<file path="config.mk">
export PLATFORM = sky130hd
export DESIGN_NAME = axonerve_kvs_rtl_burst_issuer
export DESIGN_NICKNAME = d
export VERILOG_FILES = /design/src/rtl/axonerve_kvs_rtl_burst_pkg.sv /design/src/rtl/axonerve_kvs_rtl_outstanding_tracker.sv /design/src/rtl/axonerve_kvs_rtl_burst_issuer.sv
export SDC_FILE = /design/constraint.sdc
export NUM_CORES = 1
export LEC_CHECK = 0
export BUFFER_PORTS_ARGS = -buffer_cell sky130_fd_sc_hd__buf_2
export CORE_ASPECT_RATIO = 0.75
export CORE_MARGIN = 5
export CORE_UTILIZATION = 55
export CTS_CLUSTER_DIAMETER = 150
export DETAILED_ROUTE_END_ITERATION = 8
export GPL_TIMING_DRIVEN = 0
export PLACE_DENSITY = 0.91
export SLEW_MARGIN = 20
export SYNTH_ARGS = -nofsm -noshare
export SYNTH_HDL_FRONTEND = slang
export SYNTH_SLANG_ARGS = --single-unit
</file>
<file path="constraint.sdc">
create_clock -name clk -period 3.7 [get_ports clk]
set_input_delay 0.555 -clock clk [delete_from_list [all_inputs] [get_ports clk]]
set_output_delay 0.555 -clock clk [all_outputs]
set_load 0.1 [all_outputs]
</file>
<file path="src/rtl/axonerve_kvs_rtl_burst_pkg.sv">
// Shared types and helpers for the KVS burst issuer: FSM states, default burst
// geometry and the AXI len computation for the next burst.
package axonerve_kvs_rtl_burst_pkg;

  typedef enum logic [1:0] {
    ST_IDLE  = 2'd0,
    ST_ISSUE = 2'd1,
    ST_DRAIN = 2'd2,
    ST_DONE  = 2'd3
  } burst_state_e;

  localparam int unsigned LP_BURST_LEN      = 16;
  localparam int unsigned LP_BYTES_PER_BEAT = 64;
  localparam int unsigned LP_BURST_BYTES    = LP_BURST_LEN * LP_BYTES_PER_BEAT;

  // AXI len (beats-1) of the next burst; callers only pass a nonzero remaining.
  function automatic logic [7:0] f_burst_len(input logic [63:0] remaining,
                                             input int unsigned burst_len);
    if (remaining >= 64'(burst_len)) begin
      return 8'(burst_len - 1);
    end
    return 8'(remaining - 64'd1);
  endfunction

endpackage

</file>
<file path="src/rtl/axonerve_kvs_rtl_outstanding_tracker.sv">
// Up/down counter of issued-but-uncompleted bursts; simultaneous incr/decr
// cancel, decr at zero and incr at the limit are dropped.
module axonerve_kvs_rtl_outstanding_tracker #(
  parameter int unsigned C_MAX   = 16,
  parameter int unsigned C_CNT_W = $clog2(C_MAX) + 1
) (
  input  logic               clk,
  input  logic               rst,
  input  logic               incr,
  input  logic               decr,
  output logic [C_CNT_W-1:0] count,
  output logic [C_CNT_W-1:0] count_next,
  output logic               is_full,
  output logic               is_zero
);

  localparam logic [C_CNT_W-1:0] LP_MAX = C_CNT_W'(C_MAX);

  always_comb begin
    count_next = count;
    if (incr && !decr && (count != LP_MAX)) begin
      count_next = count + C_CNT_W'(1);
    end else if (decr && !incr && (count != '0)) begin
      count_next = count - C_CNT_W'(1);
    end
  end

  always_ff @(posedge clk) begin
    if (rst) begin
      count <= '0;
    end else begin
      count <= count_next;
    end
  end

  assign is_full = (count == LP_MAX);
  assign is_zero = (count == '0);

endmodule

</file>
<file path="src/rtl/axonerve_kvs_rtl_burst_issuer.sv">
// Splits a start request into AXI bursts of at most C_BURST_LEN beats, throttles
// on in-flight bursts and pulses ctrl_done once every burst has completed.
module axonerve_kvs_rtl_burst_issuer
  import axonerve_kvs_rtl_burst_pkg::*;
#(
  parameter int unsigned C_ADDR_WIDTH      = 64,
  parameter int unsigned C_XFER_WIDTH      = 32,
  parameter int unsigned C_BYTES_PER_BEAT  = 64,
  parameter int unsigned C_BURST_LEN       = 16,
  parameter int unsigned C_MAX_OUTSTANDING = 16
) (
  input  logic                                 clk,
  input  logic                                 rst,
  input  logic                                 ctrl_start,
  input  logic [C_ADDR_WIDTH-1:0]              ctrl_addr,
  input  logic [C_XFER_WIDTH-1:0]              ctrl_xfer_beats,
  output logic                                 ctrl_done,
  output logic                                 busy,
  output logic                                 cmd_valid,
  input  logic                                 cmd_ready,
  output logic [C_ADDR_WIDTH-1:0]              cmd_addr,
  output logic [7:0]                           cmd_len,
  input  logic                                 cmp_valid,
  output logic [$clog2(C_MAX_OUTSTANDING):0]   outstanding
);

  localparam int unsigned LP_CNT_W = $clog2(C_MAX_OUTSTANDING) + 1;
  localparam logic [C_ADDR_WIDTH-1:0] LP_STEP =
    C_ADDR_WIDTH'(C_BURST_LEN * C_BYTES_PER_BEAT);
  localparam logic [LP_CNT_W-1:0] LP_MAX = LP_CNT_W'(C_MAX_OUTSTANDING);

  burst_state_e            state;
  logic [C_XFER_WIDTH-1:0] remaining;
  logic [C_XFER_WIDTH-1:0] issued;
  logic [C_XFER_WIDTH-1:0] rem_after;
  logic                    hs;
  logic [LP_CNT_W-1:0]     cnt_next;
  logic                    cnt_full;
  logic                    cnt_zero;

  // A command transfers on any rising edge where cmd_valid && cmd_ready; once
  // raised, cmd_valid/cmd_addr/cmd_len are held until that edge, and cmd_valid
  // is a register so it never follows cmd_ready combinationally.
  assign hs        = cmd_valid && cmd_ready;
  assign issued    = C_XFER_WIDTH'(cmd_len) + C_XFER_WIDTH'(1);
  assign rem_after = remaining - issued;

  axonerve_kvs_rtl_outstanding_tracker #(
    .C_MAX   (C_MAX_OUTSTANDING),
    .C_CNT_W (LP_CNT_W)
  ) u_tracker (
    .clk        (clk),
    .rst        (rst),
    .incr       (hs),
    .decr       (cmp_valid),
    .count      (outstanding),
    .count_next (cnt_next),
    .is_full    (cnt_full),
    .is_zero    (cnt_zero)
  );

  always_ff @(posedge clk) begin
    if (rst) begin
      state     <= ST_IDLE;
      busy      <= 1'b0;
      ctrl_done <= 1'b0;
      cmd_valid <= 1'b0;
      cmd_addr  <= '0;
      cmd_len   <= '0;
      remaining <= '0;
    end else begin
      ctrl_done <= 1'b0;
      case (state)
        ST_IDLE: begin
          // The completion pulse cycle also refuses a new start.
          if (ctrl_start && !ctrl_done) begin
            busy      <= 1'b1;
            cmd_addr  <= ctrl_addr;
            remaining <= ctrl_xfer_beats;
            if (ctrl_xfer_beats == '0) begin
              state <= ST_DONE;
            end else begin
              state     <= ST_ISSUE;
              cmd_valid <= 1'b1;
              cmd_len   <= f_burst_len(64'(ctrl_xfer_beats), C_BURST_LEN);
            end
          end
        end
        ST_ISSUE: begin
          if (hs) begin
            cmd_addr  <= cmd_addr + LP_STEP;
            remaining <= rem_after;
            if (rem_after == '0) begin
              cmd_valid <= 1'b0;
              state     <= ST_DRAIN;
            end else begin
              cmd_len   <= f_burst_len(64'(rem_after), C_BURST_LEN);
              cmd_valid <= (cnt_next != LP_MAX);
            end
          end else if (!cmd_valid) begin
            // Stalled on the limit: re-arm as soon as a completion frees a slot.
            cmd_valid <= !(cnt_full && !cmp_valid);
          end
        end
        ST_DRAIN: begin
          if (cnt_zero) begin
            state <= ST_DONE;
          end
        end
        ST_DONE: begin
          ctrl_done <= 1'b1;
          busy      <= 1'b0;
          state     <= ST_IDLE;
        end
        default: state <= ST_IDLE;
      endcase
    end
  end

endmodule
</file>
Word level (Yosys, flattened, before mapping)

Index checks and enable logic that the tools add are counted.

Memories kept: 0
Latch bits: 0
Bits in writable memories: 0
Output and inout port bits: 80
Bits of input ports: 101
Flip-flop bits (word level): 114
Memory bits (read-only): 0
Word-level logic and storage cells: 94

Mux-type cells: 42
Equal/unequal tests: 12
Reduce and logical (&&, ||, !) cells: 23
Shift-type cells: 0
Bitwise gates (word level): 0
Multiply operators: 0
$lt $le $gt $ge: 2
Add/subtract/negate cells: 7
Divide/modulo/power cells: 0

Operators by type and width:

| operator                                                               | count |
|---|---|
| 64-bit 2-to-1 mux                                                      | 2 |
| 64-bit case mux with 2 select lines                                    | 1 |
| 64-bit by 11-bit adder with 64-bit output, second input constant       | 1 |
| 32-bit by 5-bit >= comparator with 1-bit output, second input constant | 2 |
| 32-bit zero test                                                       | 2 |
| 32-bit 2-to-1 mux                                                      | 2 |
| 8-bit 2-to-1 mux                                                       | 8 |
| 32-bit case mux with 2 select lines                                    | 1 |
| 32-bit by 9-bit subtractor with 32-bit output                          | 1 |
| 1-bit 2-to-1 mux                                                       | 17 |
| 8-bit case mux with 2 select lines                                     | 1 |
| 8-bit by 1-bit subtractor with 8-bit output, second input constant     | 2 |
| 2-bit 2-to-1 mux                                                       | 5 |
| 5-bit 2-to-1 mux                                                       | 2 |
| 2-bit inequality test, second input constant                           | 5 |
| 5-bit inequality test, second input constant                           | 2 |
| 8-bit by 1-bit adder with 9-bit output, second input constant          | 1 |
| 2-bit case mux with 4 select lines                                     | 1 |
| 1-bit logical AND                                                      | 7 |
| 3-bit AND reduction                                                    | 2 |
| 5-bit by 1-bit adder with 5-bit output, second input constant          | 1 |
| 5-bit == test, second input constant                                   | 1 |
| 5-bit zero test                                                        | 1 |
| 5-bit AND reduction                                                    | 1 |
| other kinds (11)                                                       | 17 |

Logic depth before layout (Yosys ltp)

Depth in word-level cells: 12
Depth in mapped cells: 14
Gate-level depth less buffers: 13

Cells and area by module

A second synthesis with hierarchy kept.

Cells, all modules: 1052
Area, all modules: 7599.8 µm²

By module, submodules not included:

| module                               | sequential area each (µm²) | area each (µm²) | cells each | times used |
|---|---|---|---|---|
| axonerve_kvs_rtl_burst_issuer        | 2182.1                     | 7206.9          | 1008       | 1 |
| axonerve_kvs_rtl_outstanding_tracker | 100.1                      | 392.9           | 44         | 1 |

Least setup slack after synthesis

No wires, ideal clock.

Path kind: reg-to-reg
From: reg cmd_len[1]
To: reg state[1]
Setup time: 0.121 ns
Setup slack: -0.187 ns
Required time: 3.579 ns
Arrival: 3.766 ns
Path buffers: 0
Cell stages (with the launch flop): 12
Clock period less this slack: 3.887 ns
Path through: dfxtp_1 > inv_1 > ha_1 > a211oi_4 > o211ai_4 > a21oi_4 > nand3_2 > or3_4 > a2111oi_4 > a31oi_1 > a211o_1 > mux2_4

Word-level cells in the longest chain between the ends: 5

RTL lines:

| what                                          | RTL line                             | text |
|---|---|---|
| from (decl)                                   | axonerve_kvs_rtl_burst_issuer.sv:22  | `output logic [7:0] cmd_len,` |
| from (signal assigned)                        | axonerve_kvs_rtl_burst_issuer.sv:85  | `cmd_len <= f_burst_len(64'(ctrl_xfer_beats), C_BURST_LEN);` |
| from (signal assigned)                        | axonerve_kvs_rtl_burst_issuer.sv:97  | `cmd_len <= f_burst_len(64'(rem_after), C_BURST_LEN);` |
| 8-bit by 1-bit adder with 9-bit output        | axonerve_kvs_rtl_burst_issuer.sv:45  | `assign issued = C_XFER_WIDTH'(cmd_len) + C_XFER_WIDTH'(1);` |
| 32-bit by 9-bit subtractor with 32-bit output | axonerve_kvs_rtl_burst_issuer.sv:46  | `assign rem_after = remaining - issued;` |
| 32-bit zero test                              | axonerve_kvs_rtl_burst_issuer.sv:93  | `if (rem_after == '0) begin` |
| 2-bit inequality test (no line)               | n/a                                  |  |
| 4-bit AND reduction (no line)                 | n/a                                  |  |
| to (signal assigned)                          | axonerve_kvs_rtl_burst_issuer.sv:64  | `state <= ST_IDLE;` |
| to (signal assigned)                          | axonerve_kvs_rtl_burst_issuer.sv:95  | `state <= ST_DRAIN;` |
| to (signal assigned)                          | axonerve_kvs_rtl_burst_issuer.sv:107 | `state <= ST_DONE;` |
| to (decl)                                     | axonerve_kvs_rtl_burst_issuer.sv:32  | `burst_state_e state;` |

No other way between the ends.
A chain may end at the register's enable or synchronous reset.

Worst setup path after layout

From: reg cmd_len[0]
To: reg state[1]

Same word-level chain as after synthesis.

==> flow_metrics.env <==
export IMPL_status="complete, no violations"
export IMPL_slowest_delay_ns=0.41
export IMPL_initial_utilization=0.554
export IMPL_vias=9487
export IMPL_ys_warn_count=0
export IMPL_slew_viol_final=0
export IMPL_hold_worst_slack_ns=0.358
export IMPL_busiest_layer="met2"
export IMPL_die_area_um2=16100
export IMPL_dpl_hpwl_mm=22.0
export IMPL_crit_arrival_ns=3.85
export IMPL_fillCellCount=1180
export IMPL_die_w_um=145
export IMPL_synth_area_um2=7510
export IMPL_ys_ff_latch=114
export IMPL_overflow=0
export IMPL_detail_route_first_pass_iterations=6
export IMPL_setup_violations_final=0
export IMPL_post_place_ws_ns=-0.173
export IMPL_synth_seq_area_share=0.304
export IMPL_syn_avg_cell_area_um2=7.21
export IMPL_met3_usage=0.154
export IMPL_tightest_slew_ns=0.949
export IMPL_globalRouteMet1Util=0.490
export IMPL_ant_nets=0
export IMPL_die_h_um=111
export IMPL_cts_sinks=114
export IMPL_cp_common_cell="inv_1"
export IMPL_worstPathMaxFanout=4
export IMPL_drc=0
export IMPL_routed_wl_mm=31.1
export IMPL_end_kind="register"
export IMPL_synth_fp_nets=1162
export IMPL_hp_class="in -> reg"
export IMPL_insertion_delay_ns=0.43
export IMPL_path_cells="inv_1, ha_2, inv_1, fa_1, nand2b_1, a21bo_2, o211ai_1, nor2_1, xor2_1, a2111oi_4, a31oi_1, a211o_1, mux2_4"
export IMPL_grt_pass1_wl_mm=47.3
export IMPL_cts_tree="yes"
export IMPL_cap_viol_max_count=0
export IMPL_rsz0062_at_grt="no"
export IMPL_relSlewSlack=0.368
export IMPL_core_area_um2=13600
export IMPL_globalRouteMet2Util=0.498
export IMPL_area_growth_pct=23.1
export IMPL_antenna_found_initial=0
export IMPL_first_global_vias=8736
export IMPL_setup_ws_ns=0.175
export IMPL_critPathLaunchType="register"
export IMPL_fin_area_um2=9250
export IMPL_ys_async_sr_fraction=0
export IMPL_io_pins=181
export IMPL_numCtsBuffers=17
export IMPL_post_route_period_util=0.953
export IMPL_final_nets=1361
export IMPL_clk_pin_slew_worst_paths_ns=0.06
export IMPL_fin_setup_tns_ns=0
export IMPL_hold_buffers=0
export IMPL_antennaDiodeCount=0
export IMPL_grt_max_degree=17
export IMPL_criticalPathCategory="reg -> reg"
export IMPL_vias_per_cell=6.64
export IMPL_layout_min_cycle_time_ns=3.53
export IMPL_drive_above_1_share=0.203
export IMPL_synth_ff_type="dfxtp_1"
export IMPL_rows=37
export IMPL_crit_required_ns=4.02
export IMPL_place_gp_congestion=1.03
export IMPL_netlist_instances=1042
export IMPL_synth_cell_type_count=74
export IMPL_critical_path_top_delay_family="compound AO/OA/AOI/OAI gates"
export IMPL_port_buffers=179
export IMPL_clock_root_buffer="clkbuf_16"
export IMPL_drtIter0Drc=1400
export IMPL_finalHoldViolCount=0
export IMPL_r2r_slack_ns=0.17
export IMPL_grt_usage=0.364
export IMPL_htree_num_levels=4
export IMPL_clockBufferDepth=2
export IMPL_clock_skew_final_ns=0.0112
export IMPL_path_buf_inv=2
export IMPL_slowest_stage="fa_1"
export IMPL_synth_edf_count=0
export IMPL_timing_fmax_ghz=0.284
export IMPL_place_area_um2=8640
export IMPL_wl_per_cell_um=21.7
-- state kept, by name, indices dropped and copies added, names as in the netlist --
| register | count |
|---|---|
| cmd_addr | 64 |
| remaining | 32 |
| cmd_len | 8 |
| u_tracker.count | 5 |
| state | 2 |
| busy | 1 |
| cmd_valid | 1 |
| ctrl_done | 1 |
-- final cells by class --
type	count	area (µm²)	area share
clock buffers	20	447	0.0483
flip-flops and latches	114	2290	0.248
clock inverters	12	134	0.0145
repair buffers	180	903	0.0976
multi-input cells	833	4890	0.529
plain buffers	65	251	0.0272
well taps	175	219	0.0237
inverters	30	113	0.0122
-- tightest hold or removal path: cells and delay by family --
kind,cells,cell delay (ns)
buffers and inverters,1,0.09
AND/OR/NAND/NOR,1,0.05
AO/OA/AOI/OAI,1,0.05
-- synthesized netlist by cell type, types with 3 or more instances --
master | number | share of area
nor3b_1 | 8 | 0.0080
a211oi_1 | 38 | 0.038
a21oi_1 | 89 | 0.059
a21o_1 | 8 | 0.0080
nor2b_1 | 20 | 0.017
or3_1 | 3 | 0.0025
xor2_1 | 7 | 0.0082
a22o_1 | 3 | 0.0035
inv_1 | 29 | 0.014
nor2_1 | 101 | 0.050
buf_2 | 3 | 0.0020
dfxtp_1 | 114 | 0.30
buf_1 | 4 | 0.0020
nand2b_1 | 7 | 0.0058
nand4_1 | 20 | 0.017
or2_2 | 4 | 0.0033
and3_1 | 20 | 0.017
xnor2_1 | 13 | 0.015
a22oi_1 | 25 | 0.025
o2bb2ai_1 | 6 | 0.0070
and2_1 | 4 | 0.0033
o22ai_1 | 22 | 0.018
nor4_1 | 15 | 0.012
ha_1 | 18 | 0.030
o31ai_1 | 19 | 0.019
nand3b_1 | 6 | 0.0060
nand2_1 | 161 | 0.080
nand3_1 | 38 | 0.025
mux2i_1 | 8 | 0.011
clkbuf_1 | 57 | 0.028
nor3_1 | 39 | 0.026
or4_1 | 6 | 0.0060
o21ai_0 | 60 | 0.040
a31oi_1 | 9 | 0.0075
o21a_1 | 8 | 0.0080
-- final timing paths --
path                                   start          end  cells after the start
worst max register to register    cmd_len[0]     state[1]                     13
worst min-delay path            ctrl_addr[2]  cmd_addr[2]                      3
worst max-delay path              cmd_len[0]     state[1]                     13
worst min register to register   cmd_addr[5]  cmd_addr[5]                      2
-- layer usage --
metal | vias to the layer above | wire length [µm]
met4 | 0 | 1800
met1 | 4209 | 12000
met3 | 194 | 5380
met2 | 892 | 11900
met5 | - | 0
li1 | 4192 | -
-- cell families (layout without fill, tap and decap cells) --
| kind of cell | Yosys count | in the layout | share of synthesized area |
|---|---|---|---|
| and+or+nand+nor | 464 | 464 | 0.298 |
| xor gates and xnor gates | 20 | 20 | 0.0233 |
| muxes | 10 | 10 | 0.0142 |
| adders and majority gates | 19 | 19 | 0.0326 |
| buffers and inverters | 95 | 307 | 0.0485 |
| DFF | 114 | 114 | 0.304 |
| AOI/OAI and AO/OA | 320 | 320 | 0.280 |
-- timing repair --
item                       in CTS  in global routing
pin swaps                       1                  1
setup endpoints to repair       2                 13
resized for setup               0                  5
buffers inserted                1                  0
-- per-stage QoR --
step / util / std cells
floorplan: - / 1042
global placement: 0.637 / 1396
detailed placement: 0.637 / 1396
finish: 0.682 / 1429
global route: 0.682 / 1429
CTS: 0.680 / 1429
-- cells in the final DEF (no fill, tap or decap), types with 7 or more instances in the layout --
master / count
buf_2: 182
nand2_1: 161
dfxtp_1: 107
nor2_1: 101
a21oi_1: 89
o21ai_0: 60
clkbuf_1: 59
nand3_1: 38
nor3_1: 38
a211oi_1: 37
inv_1: 29
a22oi_1: 25
o22ai_1: 22
nand4_1: 20
and3_1: 20
nor2b_1: 20
o31ai_1: 19
ha_1: 17
clkbuf_16: 17
nor4_1: 15
xnor2_1: 13
a31oi_1: 9
nor3b_1: 8
a21o_1: 8
mux2i_1: 8
o21a_1: 8
nand2b_1: 7
dfxtp_2: 7
Power is not shown: default switching activity piles up to over one toggle a cycle in this logic, so the estimate is an artifact.
